==> src/rtl/shift64_sched.sv <==
// Scheduler sharing one 64-bit PISO event shifter between NREQ word sources.
// Define SHIFT64_SCHED_RR_EN for round-robin arbitration; fixed priority otherwise.
module shift64_sched #(
  parameter int unsigned NREQ = 4
) (
  input  logic                      clk,
  input  logic                      reset_n,
  input  logic                      enable,
  input  logic [NREQ-1:0]           req,
  input  logic [64*NREQ-1:0]        data,
  output logic [NREQ-1:0]           ack,
  output logic                      load,
  output logic [63:0]               pi,
  output logic                      frame,
  output logic [$clog2(NREQ)-1:0]   src,
  output logic                      busy
);

  localparam int unsigned SW = $clog2(NREQ);

  typedef enum logic {
    StIdle,
    StShift
  } state_e;

  state_e        state_q, state_d;
  logic [5:0]    cnt_q, cnt_d;
  logic [SW-1:0] src_q, src_d;
  logic [SW-1:0] last_q, last_d;

  logic          win_valid;
  logic [SW-1:0] win;
  logic          last_bit;
  logic          grant;
  logic [63:0]   words [NREQ];

  for (genvar g = 0; g < NREQ; g++) begin : gen_words
    assign words[g] = data[64*g +: 64];
  end

  // Arbiter; win is only meaningful when win_valid is set.
  always_comb begin
    win_valid = 1'b0;
    win       = last_q;
`ifdef SHIFT64_SCHED_RR_EN
    for (int unsigned k = 1; k <= NREQ; k++) begin
      for (int unsigned i = 0; i < NREQ; i++) begin
        if (!win_valid && req[i] && (((32'(last_q) + k) % NREQ) == i)) begin
          win_valid = 1'b1;
          win       = SW'(i);
        end
      end
    end
`else
    for (int unsigned i = 0; i < NREQ; i++) begin
      if (!win_valid && req[i]) begin
        win_valid = 1'b1;
        win       = SW'(i);
      end
    end
`endif
  end

  assign last_bit = (state_q == StShift) && (cnt_q == 6'd63);

  // Gated by reset_n so a word held in reset is never acked.
  assign grant = reset_n && enable && win_valid && ((state_q == StIdle) || last_bit);

  always_comb begin
    ack = '0;
    if (grant) begin
      ack[win] = 1'b1;
    end
  end

  assign load  = grant;
  assign pi    = grant ? words[win] : 64'd0;
  assign frame = (state_q == StShift);
  assign src   = src_q;
  assign busy  = frame | load;

  always_comb begin
    state_d = state_q;
    cnt_d   = cnt_q;
    src_d   = src_q;
    last_d  = last_q;
    case (state_q)
      StIdle: begin
        cnt_d = 6'd0;
      end
      StShift: begin
        if (last_bit) begin
          cnt_d   = 6'd0;
          state_d = StIdle;
        end else begin
          cnt_d = cnt_q + 6'd1;
        end
      end
      default: begin
        state_d = StIdle;
        cnt_d   = 6'd0;
      end
    endcase
    // A grant on the last bit reloads so the next word follows with no gap.
    if (grant) begin
      state_d = StShift;
      cnt_d   = 6'd0;
      src_d   = win;
      last_d  = win;
    end
  end

  always_ff @(posedge clk or negedge reset_n) begin
    if (!reset_n) begin
      state_q <= StIdle;
      cnt_q   <= 6'd0;
      src_q   <= '0;
      last_q  <= SW'(NREQ - 1);
    end else begin
      state_q <= state_d;
      cnt_q   <= cnt_d;
      src_q   <= src_d;
      last_q  <= last_d;
    end
  end

`ifndef SYNTHESIS
  ack_onehot_a: assert property (@(posedge clk) disable iff (!reset_n) $onehot0(ack));
  last_range_a: assert property (@(posedge clk) disable iff (!reset_n) 32'(last_q) < NREQ);
  idle_cnt_a:   assert property (@(posedge clk) disable iff (!reset_n)
                                 (state_q == StIdle) |-> (cnt_q == 6'd0));
`endif

endmodule
==> config.mk <==
export PLATFORM = sky130hd
export DESIGN_NAME = shift64_sched
export DESIGN_NICKNAME = d
export VERILOG_FILES = /design/src/rtl/shift64_sched.sv
export SDC_FILE = /design/constraint.sdc
export NUM_CORES = 1
export LEC_CHECK = 0
export CAP_MARGIN = 10
export CORE_AREA = 10 10 122 124
export CTS_BUF_LIST = sky130_fd_sc_hd__clkbuf_8 sky130_fd_sc_hd__clkbuf_16
export DETAILED_ROUTE_END_ITERATION = 10
export DIE_AREA = 0 0 132 134
export PLACE_DENSITY = 0.67
export SKIP_CTS_REPAIR_TIMING = 1
export SLEW_MARGIN = 20
export SYNTH_ARGS = -nofsm -noshare
export SYNTH_HDL_FRONTEND = slang
export SYNTH_SLANG_ARGS = --single-unit
==> constraint.sdc <==
create_clock -name clk -period 3.2 [get_ports clk]
set_input_delay 0.64 -clock clk [delete_from_list [all_inputs] [get_ports clk]]
set_output_delay 0.64 -clock clk [all_outputs]
set_load 0.005 [all_outputs]
Yosys cells after proc, flatten, opt, wreduce, memory -nomap -nowiden
Cells that the tools add are included.

Word-level logic and storage cells: 45. Input bits: 263. Output and inout bits: 73. Register bits after elaboration: 11.

Bitwise gates (word level): 3. Mux-type cells: 21. Order comparisons: 3. Reduce and logical (&&, ||, !) cells: 12. $add $sub $neg: 1. Equal/unequal tests: 1.

Operator list (count): $mux 64 (3); $bmux 64 s2 (1); $mux 6 (2); $pmux 6 s2 (1); $logic_and 1x1->1 (8); $mux 1 (8); $mux 2 (4); $add 6x1->6 const B (1); $eq 6x6->1 const B (1); $mux 4 (1); $ge 3x3->1 const B (1); $logic_not 1->1 (3); $lt 2x3->1 const B (1); $not 2->3 (1); $demux 1 s2 (1); $ge 2x1->1 const B (1); $logic_or 1x1->1 (1); $not 1->1 (1); $or 1x1->1 (1).

Longest topological paths before layout
Gate-level depths: netlist (run 1).

Word-level depth: 15. Gate-level depth with buffers: 7. Gate-level depth less buffers: 5.

Worst setup path before layout (run 1)
No wires, ideal clock.

Path kind: input-to-output. Start point: input req[2]. End point: output pi[10]. Setup slack: 0.928 ns. Stages: 7. Required time: 2.560 ns. Arrival: 1.632 ns. Cells stage by stage: o21bai_1 > a21oi_1 > buf_4 > buf_8 > buf_6 > mux2i_1 > o22ai_1.

Longest elaborated chain between the ends: 10. Elaborated cells on any way between the ends: 14. Classes of those cells: mux (8); bitwise (1); reduce/logical (5).

RTL lines: from (decl) (RTL line 9) `input logic [NREQ-1:0] req,`; $logic_and 1x1->1 (*) (RTL line 56) `if (!win_valid && req[i]) begin`; $mux 1 (RTL line 56); $logic_not 1->1 (RTL line 56); $logic_and 1x1->1 (RTL line 56); $mux 2 (RTL line 56); $not 2->3 (not written as such) (RTL line 77) `assign pi = grant ? words[win] : 64'd0;`; $bmux 64 s2 (RTL line 77); $mux 64 (not written as such) (2 in a row) (RTL line 77); $mux 64 (*) (RTL line 77); to (decl) (RTL line 13) `output logic [63:0] pi,`.

Mark *: on every way between the ends. The rest lies on a longest branch, timed or not. The select of a mux whose other input is x is not followed.

Worst setup path after layout (run 1)
Start point: input req[2]. End point: output pi[62].

The elaborated chain is that of the path after synthesis.

==> results of run 1 <==
logic make-up after synthesis:
group / share of synthesized area
AOI/OAI and AO/OA: 0.180
xor gates and xnor gates: 0.0142
adders and majority gates: 0.00508
buffers and inverters: 0.116
DFF: 0.102
muxes: 0.529
and+or+nand+nor: 0.0533
synthesized netlist by cell type:
cell type,instances,share of area
nand2_1,3,0.0046
o21ai_4,1,0.0066
o22ai_1,64,0.16
inv_2,1,0.0015
nor4_1,1,0.0025
and2_1,2,0.0051
nand2b_1,1,0.0025
nand2_4,2,0.0091
mux2i_1,128,0.52
ha_1,1,0.0051
mux2_1,2,0.0091
a21bo_1,1,0.0041
nand3_2,1,0.0041
xor2_1,2,0.0071
o21bai_1,1,0.0030
dfrtp_1,9,0.091
xnor2_1,2,0.0071
buf_4,1,0.0030
buf_2,10,0.020
nand3_1,1,0.0020
clkbuf_4,3,0.0091
or2_2,1,0.0025
dfstp_2,1,0.011
inv_1,3,0.0046
a21oi_1,2,0.0041
buf_8,6,0.037
nor2_1,12,0.018
buf_6,9,0.041
nand2_2,1,0.0025
flip-flops by register name (all words and copies together) (netlist names):
signal / count
cnt_q: 6
src: 2
frame: 1
last_q: 1
per-stage QoR:
step                      worst slack (ns)  cells   util  power (mW)
final                              -0.0609    805  0.535       0.970
after global routing                -0.153    805  0.535        1.02
after CTS                           -0.293    791  0.503       0.944
after detailed placement            -0.288    787  0.495       0.693
after global placement              -0.225    787  0.495       0.683
after floorplan                      0.928    272      -       0.313
layer usage:
layer  part of all wire  vias to the layer above  track usage
li1                   -                     1782            -
met1               0.38                     1724        0.183
met2               0.54                      185        0.328
met3              0.073                       14       0.0571
met4              0.010                        0       0.0290
met5                  0                        -            0
power groups by stage:
stage	clock [mW]	sequential (mW)	combinational [mW]
after global routing	0.259	0.127	0.637
final	0.245	0.127	0.597
after global placement	0	0.129	0.554
after detailed placement	0	0.129	0.565
after CTS	0.250	0.127	0.567
after floorplan	0	0.129	0.184
cell type report:
type	instances	area, sq um	area share
inverters	4	15.0	0.00225
repair buffers	386	4120	0.617
flip-flops and latches	10	251	0.0377
multi-input cells	229	1980	0.297
well taps	172	215	0.0322
clock buffers	4	88.8	0.0133
path summary, 6_finish.rpt:
| kind | to | cells past startpoint | startpoint |
|---|---|---|---|
| worst min register to register | cnt_q[0] | 1 | cnt_q[0] |
| max in group asynchronous | last_q[0] | 2 | reset_n |
| min in group asynchronous | src[0] | 2 | reset_n |
| worst min-delay path | cnt_q[0] | 1 | cnt_q[0] |
| worst max register to register | src[0] | 5 | cnt_q[0] |
| worst max-delay path | pi[62] | 9 | req[2] |
==> results.md, run 1 <==
* Skew final at 0.00288 ns
* Worst setup EP type: output pin
* Leakage at 3.81 nW
* Root Driver: clkbuf_16
* Post-Syn Area per Cell at 9.06 sq um
* Synthesized net count at 536
* Die area at 17700 sq um
* Filler instances at 1151
* Peak supply drop at 0.215 mV
* Worst-path fanout max at 6
* Die Wd at 132 um
* Max-cap violations at 0
* Clock sink count at 10
* Tcrit/Tclk final at 1.02
* H-Tree Depth at 1
* ANT nets after route at 0
* Most frequent cells in the layout: 267 x clkdlybuf4s50_1, 125 x mux2i_1, 67 x dlymetal6s2s_1
* Switching share of power at 0.231
* Startpoint types: primary input
* Die Ht at 134 um
* Register area share after synthesis at 0.102
* Clk network pwr share at 0.253
* CTS tree: done
* TritonCTS Buffers at 3
* Status: complete, but fails checks
* Initial antenna violation count at 0
* Total grt overflow at 0
* Worst-path clk slew at 0.04 ns
* Post-Place Cell Area at 6180 sq um
* Row cnt at 41
* DRC errors left at 0
* Vias in the first global route at 4034
* Pre-Repair DR Iteration Count at 4
* Clk_lat worst skew at 0.24 ns
* Most used cell, CP: clkdlybuf4s50_1
* GRT Util Overall at 0.173
* Register share of total power at 0.131
* R2R setup slack at 1.51 ns
* Longest Clk Path Bufs at 2
* Starting DRT DRC Count at 104
* Area delta synth->final at 171%
* Starting density of the core at 0.198
* Int Power at 0.746 mW
* Violated checks: negative setup slack
* Slowest CP cell: clkdlybuf4s50_1
* Via/cell ratio at 4.60
* CP cell instances: clkdlybuf4s50_1, o21bai_2, a21oi_4, buf_12, clkbuf_16, buf_4, mux2i_1, o22ai_1, clkdlybuf4s50_1
* F_max at 0.307 GHz
* Routability Congestion at 0.870
* Fin crit period at 3.26 ns
* Port buffer count at 335
* Cell area after synthesis at 2460 sq um
* Core area at 12500 sq um
* Worst path max stage delay at 0.53 ns
* Drt total wl at 17100 um
* Synth Register Bits at 10
* HP Class: reg2reg
* Setup TNS Final at -0.0609 ns
* Share of post-route cells with drive strength above 1 at 0.115
* Data arrival time of the critical path at 2.62 ns
* Worst EP required at 2.56 ns
* Final Max Tran Viols at 0
* Unique cell type count in the Yosys netlist at 29
* First-pass GRT wire length at 24400 um
* Diode count at 0
* Setup ws final at -0.0609 ns
* Crit Path Class: in2out
* WL/cell at 21.2 um
* CP bufs+invs at 5
* Largest net degree at the start of global routing at 37
* Gate count after technology mapping at 272
* Nets at 898
* Psw at 0.224 mW
* Hold_ws at 0.472 ns
* Finish-stage setup viols at 1
* Via count at 3705
* Worst Tran Pin Value at 0.385 ns
* Commonest non-fill, non-tap cell in the layout: clkdlybuf4s50_1
* Power Dens Cells at 145 nW/um^2
* Post-DP HPWL at 14300 um
* Final Instance Area at 6680 sq um
* Unrepaired setup endpoints after global routing: yes
* Slew HR at 0.742
* Combinational share of power at 0.616
* Crit-path leading delay family: buffers and inverters
* Synth warnings at 0
* Fin. Hold Viols at 0
* # IOs at 336
(Power assumes the default switching activity.)
==> inputs of run 2 (changes only) <==
--- a/config.mk
+++ b/config.mk
@@ -11,7 +11,6 @@
 export DETAILED_ROUTE_END_ITERATION = 10
 export DIE_AREA = 0 0 132 134
 export PLACE_DENSITY = 0.67
-export SKIP_CTS_REPAIR_TIMING = 1
 export SLEW_MARGIN = 20
 export SYNTH_ARGS = -nofsm -noshare
 export SYNTH_HDL_FRONTEND = slang
==> results.md, run 2 (synthesis gave the netlist of run 1 again) <==
* Gr busiest metal: met2
* Post-DP HPWL at 14300 um
* Placed cell count at 787
* Final cell count without fillers at 803
* R2R setup slack at 1.52 ns
* WL/cell at 21.7 um
* Die area at 17700 sq um
* Die Ht at 134 um
* Post-Place Cell Area at 6180 sq um
* Core area at 12500 sq um
* Global routing usage on met3 at 0.0575
* Pre-Repair DR Iteration Count at 4
* Max-cap violations at 0
* Share of post-route cells with drive strength above 1 at 0.128
* Longest Clk Path Bufs at 2
* Fin crit period at 3.16 ns
* Max reg flops at 6
* Largest net degree at the start of global routing at 37
* Leakage at 2.98 nW
* Die Wd at 132 um
* Tcrit/Tclk final at 0.988
* Root Driver: clkbuf_16
* Power Dens Cells at 150 nW/um^2
* First-pass GRT wire length at 25300 um
* Total grt overflow at 0
* Vias in the first global route at 4098
* Data arrival time of the critical path at 2.52 ns
* Worst EP required at 2.56 ns
* Crit Path Class: in2out
* Clock sink count at 10
* Setup TNS Final at 0 ns
* Worst-path fanout max at 13
* Tot Pwr at 0.990 mW
* Unrepaired setup endpoints after global routing: yes
* Met2 usage at 0.343
* Slew HR at 0.737
* Port buffer count at 335
* HP Class: reg2reg
* Drt total wl at 17400 um
* Skew final at 0.00343 ns
* F_max at 0.316 GHz
* Finished Core Util at 0.530
* Status: finished clean
* Hold_ws at 0.474 ns
* Worst-path clk slew at 0.04 ns
* Filler instances at 1164
* Hold-fix buffers at CTS at 0
* Worst setup EP type: output pin
* Via count at 3688
* Commonest non-fill, non-tap cell in the layout: clkdlybuf4s50_1
* Routability Congestion at 0.870
* Peak supply drop at 0.215 mV
* DRC errors left at 0
* Area delta synth->final at 168%
* # IOs at 336
* Worst Tran Pin Value at 0.392 ns
* Starting DRT DRC Count at 113
* Global routing usage on met1 at 0.193
* TritonCTS Buffers at 3
* GRT Util Overall at 0.181
* ANT nets after route at 0
* Row cnt at 41
* Finish-stage setup viols at 0
* Startpoint types: primary input
* Initial antenna violation count at 0
* Final Max Tran Viols at 0
* Clk_lat worst skew at 0.24 ns
* Nets at 896
* H-Tree Depth at 1
* Final Instance Area at 6600 sq um
* CTS tree: done
* Setup ws final at 0.0389 ns
* Pre-CTS WS at -0.288 ns
* Diode count at 0
* Most frequent cells in the layout: 266 x clkdlybuf4s50_1, 117 x mux2i_1, 62 x dlygate4sd2_1
* Via/cell ratio at 4.59
* Largest Register: cnt_q
* Fin. Hold Viols at 0
* Starting density of the core at 0.198
-- run 2: cell count changes in the layout (fill, tap and decap cells not counted), sizes merged --
cell           before  now
dlymetal6s2s       67    3
buf                47   43
clkbuf              9    8
dlygate4sd2         0   62
bufbuf              0    4
clkdlybuf4s50     267  266
clkdlybuf4s15       0    2
-- run 2: where the power goes --
part | leakage [nW] | internal [mW] | switching (mW)
sequential | 0.116 | 0.127 | 0
combinational | 2.82 | 0.445 | 0.172
clock | 0.0442 | 0.188 | 0.0576
-- run 2: final timing paths --
check | from | to | depth (start not counted)
max | req[2] | pi[63] | 8
min | cnt_q[0] | cnt_q[0] | 1
max reg2reg | cnt_q[0] | src[0] | 5
min reg2reg | cnt_q[0] | cnt_q[0] | 1
max in group asynchronous | reset_n | last_q[0] | 2
min in group asynchronous | reset_n | src[0] | 2
-- run 2: routing by layer --
metal  part of all wire  vias to the layer above
met5                  0                        -
met4              0.012                        0
met3              0.078                       14
met2               0.54                      187
met1               0.37                     1711
li1                   -                     1776
-- run 2: area by class of cell --
type	instances	area, sq um	area share
multi-input combinational	229	2040	0.308
tap	172	215	0.0326
timing repair buffer	384	4000	0.605
sequential	10	251	0.0381
inverter	4	15.0	0.00227
clock buffer	4	88.8	0.0135
-- run 2: critical path, cell delays in order --
cell	delay [ns]
clkdlybuf4s50_1	0.42
o21bai_4	0.19
a21oi_4	0.18
buf_12	0.15
bufbuf_16	0.30
mux2i_2	0.23
o22ai_1	0.12
dlygate4sd2_1	0.30
-- run 2: timing repair --
| item | in CTS | in global routing |
|---|---|---|
| resized for setup | 72 | 33 |
| gates cloned | 5 | 2 |
| pin swaps | 1 | 1 |
| endpoints found under the setup margin | 66 | 43 |
| setup buffers | 4 | 1 |
